==> src/rtl/ramio.sv <==
// ramio: byte/half/word load-store adapter in front of the Cache (br_clk_out domain).
// Takes one sized access per request and does three things:
//   - converts the byte address to a word-aligned Cache address,
//   - builds the 4-bit byte-lane write mask and lane-shifted store data,
//   - sign- or zero-extends the selected lanes of a read word.
// Optional feature: define RAMIO_ALIGN_CHECK_EN to turn on misalignment detection.
//   - Misaligned half/word accesses then set a sticky error and are dropped.
//   - Without the macro, low address bits are ignored and the access goes to the
//     aligned unit that contains the address.
// Ports:
//   clk, rst_n            clock, asynchronous active-low reset
//   enable                request strobe (sampled only while idle)
//   address               byte address of the access
//   read_type             000 none, 001 byte, 010 half, 011 word, 101 sbyte, 110 shalf
//   write_type            00 none, 01 byte, 10 half, 11 word (wins over read_type)
//   data_in               right-justified store data
//   data_out              extended load result, held until the next load completes
//   data_out_ready        one-cycle pulse when data_out is updated
//   busy                  request in flight
//   error                 sticky misalignment flag (0 unless RAMIO_ALIGN_CHECK_EN)
//   cache_address         {address[31:2],2'b00}
//   cache_data_in         lane-shifted store data
//   cache_write_enable    byte-lane mask, nonzero for exactly one cycle per store
//   cache_data_out        Cache read word
//   cache_data_out_ready  Cache read data valid
//   cache_busy            Cache servicing a write or miss
module ramio #(
  parameter int ADDRESS_BITWIDTH = 32,
  parameter int DATA_BITWIDTH    = 32
) (
  input  logic                        clk,
  input  logic                        rst_n,
  input  logic                        enable,
  input  logic [ADDRESS_BITWIDTH-1:0] address,
  input  logic [2:0]                  read_type,
  input  logic [1:0]                  write_type,
  input  logic [DATA_BITWIDTH-1:0]    data_in,
  output logic [DATA_BITWIDTH-1:0]    data_out,
  output logic                        data_out_ready,
  output logic                        busy,
  output logic                        error,
  output logic [ADDRESS_BITWIDTH-1:0] cache_address,
  output logic [DATA_BITWIDTH-1:0]    cache_data_in,
  output logic [3:0]                  cache_write_enable,
  input  logic [DATA_BITWIDTH-1:0]    cache_data_out,
  input  logic                        cache_data_out_ready,
  input  logic                        cache_busy
);

  typedef enum logic [2:0] {
    S_IDLE,
    S_WRITE,
    S_WRITE_WAIT,
    S_READ,
    S_READ_WAIT
  } state_t;

  state_t                        r_state;
  logic [DATA_BITWIDTH-1:0]      r_data_out;
  logic                          r_data_out_ready;
  logic                          r_busy;
  logic [ADDRESS_BITWIDTH-1:0]   r_cache_address;
  logic [DATA_BITWIDTH-1:0]      r_cache_data_in;
  logic [3:0]                    r_cache_write_enable;
  logic [1:0]                    r_roff;
  logic [1:0]                    r_rsize;
  logic                          r_rsign;

  logic [3:0]                    w_wmask;
  logic [DATA_BITWIDTH-1:0]      w_wdata;
  logic [1:0]                    w_roff;
  logic [DATA_BITWIDTH-1:0]      w_rshift;
  logic [DATA_BITWIDTH-1:0]      w_rdata;
  logic                          w_wmis;
  logic                          w_rmis;

  // Store lanes: half uses address[1] only, word ignores both low bits.
  always_comb begin
    w_wmask = '0;
    w_wdata = '0;
    case (write_type)
      2'b01: begin
        w_wmask = 4'b0001 << address[1:0];
        w_wdata = {24'b0, data_in[7:0]} << {address[1:0], 3'b000};
      end
      2'b10: begin
        w_wmask = address[1] ? 4'b1100 : 4'b0011;
        w_wdata = {16'b0, data_in[15:0]} << {address[1], 4'b0000};
      end
      2'b11: begin
        w_wmask = 4'b1111;
        w_wdata = data_in;
      end
      default: ;
    endcase
  end

  // Byte offset of the lowest lane a load reads, normalised to the access size.
  always_comb begin
    w_roff = '0;
    case (read_type[1:0])
      2'b01:   w_roff = address[1:0];
      2'b10:   w_roff = {address[1], 1'b0};
      default: w_roff = '0;
    endcase
  end

  assign w_rshift = cache_data_out >> {r_roff, 3'b000};

  // Encodings with size 00 (e.g. 100) fall through to a plain word load.
  always_comb begin
    w_rdata = w_rshift;
    case (r_rsize)
      2'b01:   w_rdata = {{24{r_rsign & w_rshift[7]}},  w_rshift[7:0]};
      2'b10:   w_rdata = {{16{r_rsign & w_rshift[15]}}, w_rshift[15:0]};
      default: w_rdata = w_rshift;
    endcase
  end

`ifdef RAMIO_ALIGN_CHECK_EN
  logic r_error;

  assign w_wmis = (write_type == 2'b10 && address[0]) ||
                  (write_type == 2'b11 && address[1:0] != 2'b00);
  assign w_rmis = (read_type[1:0] == 2'b10 && address[0]) ||
                  (read_type[1:0] == 2'b11 && address[1:0] != 2'b00);

  // Only the access that would actually be started is checked (write wins).
  always_ff @(posedge clk or negedge rst_n) begin
    if (!rst_n) begin
      r_error <= 1'b0;
    end else if (r_state == S_IDLE && enable &&
                 ((write_type != 2'b00 && w_wmis) ||
                  (write_type == 2'b00 && read_type != 3'b000 && w_rmis))) begin
      r_error <= 1'b1;
    end
  end

  assign error = r_error;
`else
  assign w_wmis = 1'b0;
  assign w_rmis = 1'b0;
  assign error  = 1'b0;
`endif

  always_ff @(posedge clk or negedge rst_n) begin
    if (!rst_n) begin
      r_state              <= S_IDLE;
      r_data_out           <= '0;
      r_data_out_ready     <= 1'b0;
      r_busy               <= 1'b0;
      r_cache_address      <= '0;
      r_cache_data_in      <= '0;
      r_cache_write_enable <= '0;
      r_roff               <= '0;
      r_rsize              <= '0;
      r_rsign              <= 1'b0;
    end else begin
      r_data_out_ready     <= 1'b0;
      r_cache_write_enable <= '0;
      case (r_state)
        S_IDLE: begin
          if (enable && write_type != 2'b00) begin
            if (!w_wmis) begin
              r_state              <= S_WRITE;
              r_busy               <= 1'b1;
              r_cache_address      <= {address[ADDRESS_BITWIDTH-1:2], 2'b00};
              r_cache_data_in      <= w_wdata;
              r_cache_write_enable <= w_wmask;
            end
          end else if (enable && read_type != 3'b000) begin
            if (!w_rmis) begin
              r_state         <= S_READ;
              r_busy          <= 1'b1;
              r_cache_address <= {address[ADDRESS_BITWIDTH-1:2], 2'b00};
              r_roff          <= w_roff;
              r_rsize         <= read_type[1:0];
              r_rsign         <= read_type[2];
            end
          end
        end
        // Mask was registered on entry; it drops back to 0 on leaving.
        S_WRITE: r_state <= S_WRITE_WAIT;
        // The Cache raised busy in response to the write during this cycle, so
        // checking it here already gives the Cache its one cycle to react.
        S_WRITE_WAIT: begin
          if (!cache_busy) begin
            r_state <= S_IDLE;
            r_busy  <= 1'b0;
          end
        end
        // Ready seen during READ may belong to a previous access; ignore it.
        S_READ: r_state <= S_READ_WAIT;
        S_READ_WAIT: begin
          if (cache_data_out_ready) begin
            r_data_out       <= w_rdata;
            r_data_out_ready <= 1'b1;
            r_state          <= S_IDLE;
            r_busy           <= 1'b0;
          end
        end
        default: begin
          r_state <= S_IDLE;
          r_busy  <= 1'b0;
        end
      endcase
    end
  end

  assign data_out           = r_data_out;
  assign data_out_ready     = r_data_out_ready;
  assign busy               = r_busy;
  assign cache_address      = r_cache_address;
  assign cache_data_in      = r_cache_data_in;
  assign cache_write_enable = r_cache_write_enable;

endmodule

==> config.mk <==
export PLATFORM = sky130hd
export DESIGN_NAME = ramio
export DESIGN_NICKNAME = d
export VERILOG_FILES = /design/src/rtl/ramio.sv
export SDC_FILE = /design/constraint.sdc
export NUM_CORES = 1
export LEC_CHECK = 0
export CELL_PAD_IN_SITES_DETAIL_PLACEMENT = 0
export CELL_PAD_IN_SITES_GLOBAL_PLACEMENT = 2
export CORE_MARGIN = 2
export CORE_UTILIZATION = 28
export DETAILED_ROUTE_END_ITERATION = 8
export PLACE_DENSITY_LB_ADDON = 0.1
export SETUP_SLACK_MARGIN = 0.5
export SYNTH_ARGS = -nofsm -noshare
export SYNTH_HDL_FRONTEND = slang
export SYNTH_SLANG_ARGS = --single-unit
==> constraint.sdc <==
create_clock -name clk -period 5.3 [get_ports clk]
set_input_delay 1.59 -clock clk [delete_from_list [all_inputs] [get_ports clk]]
set_output_delay 1.59 -clock clk [all_outputs]
set_load 0.01 [all_outputs]
==> results of run 1 <==
-- registers in the layout, summed over array words and instances, names as in the netlist --
name / count
busy: 1
cache_address: 30
cache_data_in: 32
cache_write_enable: 4
data_out: 32
data_out_ready: 1
r_roff: 2
r_rsign: 1
r_rsize: 2
r_state: 3
-- metal layers --
| metal | up-vias | wire length [um] | share of wire | GRT usage |
|---|---|---|---|---|
| met5 | - | 0 | 0 | 0 |
| li1 | 2027 | - | - | - |
| met4 | 0 | 176 | 0.011 | 0.0409 |
| met2 | 140 | 7220 | 0.45 | 0.249 |
| met3 | 14 | 794 | 0.050 | 0.0379 |
| met1 | 2059 | 7710 | 0.49 | 0.233 |
-- path summary, 6_finish.rpt --
| kind | to | depth (start not counted) | slack [ns] |
|---|---|---|---|
| worst max-delay path | cache_address[13] | 4 | 1.61 |
| worst min-delay path | cache_data_in[15] | 2 | 0.51 |
| worst max register to register | data_out[23] | 4 | 2.51 |
| worst min register to register | cache_data_in[15] | 2 | 0.51 |
| max in group asynchronous | cache_data_in[15] | 2 | 3.18 |
| min in group asynchronous | data_out[4] | 1 | 1.19 |
-- synth_stat cells (10+ instances only) --
library cell	count	share of area
a22o_1	15	0.025
mux2_2	11	0.024
nor2_1	45	0.033
nand2_1	44	0.032
mux2i_1	18	0.035
nor2b_1	13	0.016
buf_2	10	0.0097
a21oi_1	21	0.020
a221oi_1	16	0.027
o21ai_0	30	0.029
clkbuf_1	15	0.011
dfrtp_1	108	0.52
mux2_4	28	0.081
-- cell families (layout without fill, tap and decap cells) --
logic type	after synthesis	in the layout	share of synthesized area
adder cells (fa/ha/maj)	5	5	0.0121
multiplexers	57	57	0.140
flip-flops	108	108	0.521
other	1	3	0.000724
buffers and inverters	49	235	0.0483
AND/OR/NAND/NOR	121	121	0.110
AO/OA/AOI/OAI	124	124	0.167
-- worst max-delay path: stages --
cell	delay, ns
clkdlybuf4s50_1	0.95
o31ai_1	0.23
or4_4	0.74
mux2_4	0.39
-- area by class of cell --
type | count | area, sq um | share of cell area
Multi-Input combinational cell | 310 | 2240 | 0.292
Timing Repair Buffer | 211 | 2090 | 0.273
Clock inverter | 6 | 88.8 | 0.0116
Inverter | 8 | 30.0 | 0.00391
Sequential cell | 108 | 2700 | 0.352
Tap cell | 229 | 287 | 0.0373
Clock buffer | 10 | 229 | 0.0298
-- power by group --
part           internal, mW  leakage (nW)  switching [mW]
clock                 0.414         0.149           0.304
combinational          1.15          1.76           0.835
sequential             1.21          1.33           0.261
==> flow_metrics.env, run 1 <==
export IMPL_status="finished, violations left"
export IMPL_violations="design-rule violations"
export IMPL_die_height_um=140
export IMPL_grt_setup_unrepaired="no"
export IMPL_n_fill_cell=1732
export IMPL_ant_nets=0
export IMPL_core_area_sq_um=18100
export IMPL_yosysSeqAreaShare=0.521
export IMPL_slew_headroom=0.272
export IMPL_rr_startpoint="r_roff[1]"
export IMPL_syn_avg_cell_area_sq_um=11.1
export IMPL_start_util=0.287
export IMPL_period_share=0.696
export IMPL_hold_buffers=0
export IMPL_drive_gt1_frac=0.107
export IMPL_h_tree_depth=3
export IMPL_diodes=0
export IMPL_drv_cap=0
export IMPL_viasPerCell=4.81
export IMPL_holdWs_ns=0.505
export IMPL_crit_arrival_ns=3.92
export IMPL_cts_path_max_buffers=2
export IMPL_hold_violations=0
export IMPL_synth_edff_count=0
export IMPL_path_max_fanout=32
export IMPL_post_dp_cell_area_sq_um=7350
export IMPL_clk_latency_ns=0.35
export IMPL_finalWorstSetupSlack_ns=1.61
export IMPL_antenna_found_initial=0
export IMPL_placed_cells=866
export IMPL_numCtsBuffers=9
export IMPL_hpwl_mm=11.8
export IMPL_worst_hold_path_type="register to register"
export IMPL_fin_nets=759
export IMPL_ys_ff_latch=108
export IMPL_drt_first_pass_iters=9
export IMPL_post_cts_buffers=0
export IMPL_clock_sinks=108
export IMPL_max_vdd_ir_drop_mv=0.221
export IMPL_slew_viol_final=0
export IMPL_route_detailed_drc=15
export IMPL_p_per_area_nw_per_um2=544
export IMPL_p_total_mw=4.17
export IMPL_synth_cell_types=48
export IMPL_clock_root_buffer="clkbuf_16"
export IMPL_wl_per_cell_um=18.0
export IMPL_cp_startpoint="write_type[0]"
export IMPL_portBuffers=205
export IMPL_cts_clk_slew_worst_paths_ns=0.07
export IMPL_gp_congestion=0.763
export IMPL_syn_instance_count=465
export IMPL_syn2layout_area_growth_pct=48.0
export IMPL_drt_iter0_drc=161
export IMPL_postLayoutCellArea_sq_um=7670
export IMPL_synth_flop_cell="dfrtp_1"
export IMPL_min_from="cache_data_in[15]"
export IMPL_pre_cts_ws_ns=1.24
export IMPL_start_kind="input pin"
export IMPL_row_count=49
export IMPL_die_w_um=140
export IMPL_dieArea_sq_um=19600
export IMPL_worst_slew_pin_slew_ns=1.09
export IMPL_final_cell_mix="clkdlybuf4s50_1, dfrtp_1, nor2_1"
export IMPL_final_setup_viol_count=0
export IMPL_grt_total_usage=0.163
export IMPL_grt_pass1_vias=4175
export IMPL_final_common_cell="clkdlybuf4s50_1"
export IMPL_ys_warn_count=0
export IMPL_fin_skew_ns=0.00863
export IMPL_num_io_pins=209
export IMPL_final_setup_tns_ns=0
export IMPL_leakage_nw=3.24
export IMPL_drt_total_wl_mm=15.9
export IMPL_vias=4240
export IMPL_ctsResizeCount=0
export IMPL_grt_max_degree=43
export IMPL_cp_required_ns=5.53
export IMPL_end_kind="register"
export IMPL_max_freq_ghz=0.271
export IMPL_syn_cell_area_sq_um=5180
export IMPL_path_class="input pin to register"
export IMPL_grt_overflow=0
export IMPL_async_flop_share=1.00
export IMPL_grt_pass1_wl_mm=24.8
export IMPL_cts_tree="done"
export IMPL_instances_no_fill=882
export IMPL_final_core_util=0.424
export IMPL_fin_crit_ns=3.69
Power figures use the tool's default switching activity.
==> inputs of run 2 (changes only) <==
CORE_UTILIZATION = 24   (was 28)
clock period = 3.25 ns   (was 5.3 ns; I/O delays follow)
==> flow_metrics.env, run 2 (synthesized netlist as in run 1, its figures left out) <==
export IMPL_pre_cts_ws_ns=0.0570
export IMPL_crit_arrival_ns=2.92
export IMPL_h_tree_depth=3
export IMPL_drv_cap=0
export IMPL_max_vdd_ir_drop_mv=0.286
export IMPL_cp_required_ns=3.50
export IMPL_slew_viol_final=0
export IMPL_grt_total_usage=0.151
export IMPL_cp_buffers_inverters=2
export IMPL_wl_per_cell_um=18.7
export IMPL_grt_setup_unrepaired="no"
export IMPL_grt_pass1_vias=4387
export IMPL_viasPerCell=4.64
export IMPL_clock_sinks=108
export IMPL_slew_headroom=0.520
export IMPL_diodes=0
export IMPL_cts_tree="done"
export IMPL_post_cts_buffers=0
export IMPL_n_fill_cell=2096
export IMPL_portBuffers=205
export IMPL_cp_slowest_stage_delay_ns=0.61
export IMPL_postLayoutCellArea_sq_um=7830
export IMPL_final_core_util=0.371
export IMPL_post_dp_cell_area_sq_um=7500
export IMPL_ant_nets=0
export IMPL_path_max_fanout=16
export IMPL_dieArea_sq_um=22800
export IMPL_row_count=53
export IMPL_instances_no_fill=940
export IMPL_core_area_sq_um=21100
export IMPL_final_setup_tns_ns=0
export IMPL_holdWs_ns=0.493
export IMPL_clock_root_buffer="clkbuf_16"
export IMPL_grt_pass1_wl_mm=26.0
export IMPL_worst_slew_pin_slew_ns=0.719
export IMPL_p_per_area_nw_per_um2=874
export IMPL_grt_max_degree=42
export IMPL_worst_hold_path_type="register to register"
export IMPL_route_detailed_drc=0
export IMPL_clk_latency_ns=0.36
export IMPL_fin_crit_ns=2.67
export IMPL_fin_nets=771
export IMPL_final_cell_mix="clkdlybuf4s50_1, dfrtp_1, nor2_1"
export IMPL_end_kind="register"
export IMPL_num_io_pins=209
export IMPL_antenna_found_initial=1
export IMPL_fin_skew_ns=0.00983
export IMPL_cts_path_max_buffers=2
export IMPL_syn2layout_area_growth_pct=51.1
export IMPL_status="completed"
export IMPL_finalWorstSetupSlack_ns=0.584
export IMPL_path_class="input pin to register"
export IMPL_die_w_um=151
export IMPL_hold_buffers=0
export IMPL_hpwl_mm=12.7
export IMPL_vias=4363
export IMPL_hold_violations=0
export IMPL_placed_cells=922
export IMPL_crit_slowest_cell="or4_4"
export IMPL_crit_path_cell_trace="clkdlybuf4s50_1, inv_1, ha_1, nand2b_1, o31ai_2, or4_4, mux2_4"
export IMPL_drt_first_pass_iters=5
export IMPL_final_common_cell="clkdlybuf4s50_1"
export IMPL_die_height_um=151
export IMPL_start_util=0.246
export IMPL_start_kind="input pin"
export IMPL_drt_total_wl_mm=17.6
export IMPL_max_freq_ghz=0.375
export IMPL_gp_congestion=0.821
export IMPL_grt_overflow=0
export IMPL_leakage_nw=3.29
export IMPL_drive_gt1_frac=0.126
export IMPL_path_delay_family="simple AND/OR/NAND/NOR gates"
export IMPL_p_total_mw=6.84
export IMPL_drt_iter0_drc=249
export IMPL_final_setup_viol_count=0
export IMPL_numCtsBuffers=9
export IMPL_period_share=0.820
export IMPL_cts_clk_slew_worst_paths_ns=0.09
-- run 2: final timing paths --
kind | from | endpoint | slack, ns | cells after the start
worst min-delay path | cache_data_in[14] | cache_data_in[14] | 0.49 | 2
max in group asynchronous | rst_n | cache_address[9] | 1.83 | 2
min in group asynchronous | rst_n | data_out[14] | 0.61 | 1
worst max-delay path | read_type[0] | cache_address[14] | 0.58 | 7
worst min register to register | cache_data_in[14] | cache_data_in[14] | 0.49 | 2
worst max register to register | r_roff[1] | data_out[10] | 1.15 | 5
-- run 2: worst min-delay path, cell delays in order, from the launching register on --
cell and delay [ns]:
dfrtp_1 0.34, nand2_1 0.05, o21ai_0 0.07
-- run 2: timing repair --
item	4_1_cts	5_1_grt
gates cloned	1	1
gates resized for setup	2	1
endpoints found under the hold margin	0	0
endpoints found under the setup margin	30	16
-- run 2: layout make-up --
cell class                 instances  area, sq um  share of cell area
inverter                           8         30.0             0.00384
tap                              275          344              0.0439
clock buffer                       9          225              0.0288
timing repair buffer             221         2180               0.279
sequential                       108         2700               0.345
clock inverter                     7         77.6             0.00991
multi-input combinational        312         2270               0.290
-- run 2: where the power goes --
part	internal, mW	switching [mW]
clock network	0.549	0.598
logic	1.90	1.41
registers	1.98	0.413
total	4.43	2.42
-- run 2: metal layers --
metal	vias to the layer above	track usage	wire length, um
met5	-	0	11
met4	2	0.0439	219
met3	18	0.0437	1240
met2	144	0.241	8320
met1	2138	0.199	7770
li1	2061	-	-
==> inputs of run 3 (changes only) <==
clock period = 2.3 ns   (was 3.25 ns; I/O delays follow)
==> flow_metrics.env, run 3 (synthesized netlist as in run 1, its figures left out) <==
export IMPL_period_share=0.896
export IMPL_gp_congestion=0.763
export IMPL_start_util=0.246
export IMPL_route_detailed_drc=0
export IMPL_grt_pass1_wl_mm=26.8
export IMPL_dieArea_sq_um=22800
export IMPL_fin_nets=810
export IMPL_n_fill_cell=2105
export IMPL_antenna_found_initial=2
export IMPL_final_common_cell="dlygate4sd2_1"
export IMPL_drt_total_wl_mm=17.5
export IMPL_met1_usage=0.214
export IMPL_grt_pass1_vias=4612
export IMPL_final_setup_viol_count=0
export IMPL_rr_startpoint="r_state[1]"
export IMPL_wl_per_cell_um=17.9
export IMPL_die_w_um=151
export IMPL_numCtsBuffers=9
export IMPL_worst_slew_pin_slew_ns=0.637
export IMPL_num_io_pins=209
export IMPL_path_max_fanout=8
export IMPL_worst_hold_path_type="input pin to async pin"
export IMPL_die_height_um=151
export IMPL_grtUsageMet3=0.0377
export IMPL_path_class="input pin to register"
export IMPL_grt_overflow=0
export IMPL_ant_nets=0
export IMPL_leakage_nw=3.86
export IMPL_drt_first_pass_iters=4
export IMPL_p_total_mw=9.46
export IMPL_viasPerCell=4.53
export IMPL_comb_power_share=0.484
export IMPL_slew_viol_final=0
export IMPL_grt_total_usage=0.155
export IMPL_clock_root_buffer="clkbuf_16"
export IMPL_cp_required_ns=2.54
export IMPL_max_freq_ghz=0.486
export IMPL_drive_gt1_frac=0.213
export IMPL_cts_tree="done"
export IMPL_final_cell_mix="dlygate4sd2_1, dfrtp_1, clkdlybuf4s50_1"
export IMPL_crit_arrival_ns=2.29
export IMPL_p_per_area_nw_per_um2=1140
export IMPL_swShare=0.360
export IMPL_grt_setup_unrepaired="yes"
export IMPL_row_count=53
export IMPL_end_kind="register"
export IMPL_clock_sinks=108
export IMPL_use_met2=0.244
export IMPL_cts_clk_slew_worst_paths_ns=0.07
export IMPL_hold_violations=0
export IMPL_hpwl_mm=12.7
export IMPL_clk_latency_ns=0.35
export IMPL_core_area_sq_um=21100
export IMPL_status="completed"
export IMPL_vias=4439
export IMPL_fin_skew_ns=0.00787
export IMPL_p_int_mw=6.06
export IMPL_cts_path_max_buffers=2
export IMPL_portBuffers=205
export IMPL_busiest_layer="met2"
export IMPL_syn2layout_area_growth_pct=60.6
export IMPL_fin_crit_ns=2.06
export IMPL_start_kind="input pin"
export IMPL_max_vdd_ir_drop_mv=0.367
export IMPL_power_net_switching_mw=3.41
export IMPL_seq_power_share=0.352
export IMPL_drt_iter0_drc=131
export IMPL_h_tree_depth=3
export IMPL_drv_cap=0
export IMPL_slew_headroom=0.575
export IMPL_final_core_util=0.395
export IMPL_grt_max_degree=46
export IMPL_p_clk_frac=0.164
export IMPL_cp_startpoint="read_type[0]"
[run 3: cell types whose count changed in the layout (fill, tap and decap cells not counted), sizes merged]
cell           change
clkbuf             +3
bufbuf             +1
clkdlybuf4s50    -113
diode              +1
clkinv             -1
buf               +42
dlygate4sd2      +110
or4                -2
inv                -2
dlymetal6s2s       +1
[run 3: power groups by stage]
stage                     Clock, mW  Combinational (mW)  Sequential, mW
final                          1.55                4.58            3.34
after global routing           1.71                5.02            3.48
after CTS                      1.62                4.59            3.34
after detailed placement          0                4.88            3.39
after global placement            0                4.84            3.38
after floorplan                   0                2.02            3.66
[run 3: layout make-up]
| cell class | count | area (sq um) | area share |
|---|---|---|---|
| flip-flops and latches | 108 | 2710 | 0.325 |
| inverters | 8 | 50.0 | 0.00602 |
| well taps | 275 | 344 | 0.0414 |
| multi-input cells | 310 | 2390 | 0.288 |
| diodes | 1 | 2.50 | 0.000301 |
| clock buffers | 12 | 256 | 0.0308 |
| clock inverters | 4 | 30.0 | 0.00361 |
| repair buffers | 262 | 2540 | 0.305 |
[run 3: what timing repair did]
action | CTS | global route
cloned | 3 | 1
gates resized for setup | 148 | 18
setup buffers | 10 | 1
pin swaps | 5 | 5
hold buffers | 0 | 0
setup endpoints to repair | 191 | 83
[run 3: path summary, 6_finish.rpt]
path                       depth (start not counted)                    end  slack [ns]
max in group asynchronous                          2  cache_write_enable[3]        1.27
min                                                1           data_out[20]        0.34
max                                               10      cache_address[26]        0.24
min in group clk                                   2            data_out[7]        0.49
max reg2reg                                        4      cache_address[26]        0.48
min reg2reg                                        2            data_out[7]        0.49
[run 3: worst max-delay path: stages]
cell and delay [ns]:
buf_6 0.07, buf_6 0.11, inv_12 0.03, ha_4 0.15, nand2b_4 0.09, o31ai_4 0.06
or4_4 0.49, buf_6 0.16, buf_16 0.14, mux2_4 0.29
[run 3: stage by stage]
step / area (sq um) / instances / hold WS [ns] / TNS [ns] / setup slack (ns)
global placement: 7810 / 948 / 0.479 / -14.88 / -0.446
floorplan: 5250 / 467 / 0.394 / 0 / 0.201
detailed placement: 7810 / 948 / 0.478 / -17.09 / -0.479
finish: 8320 / 980 / 0.344 / 0 / 0.240
CTS: 8240 / 977 / 0.366 / 0 / 0.184
global route: 8320 / 980 / 0.376 / 0 / 0.210
[run 3: routing by layer]
metal  wire length, um  vias up
li1                  -     2146
met1              8240     2137
met2              8050      138
met3               984       16
met4               214        2
met5                13        -
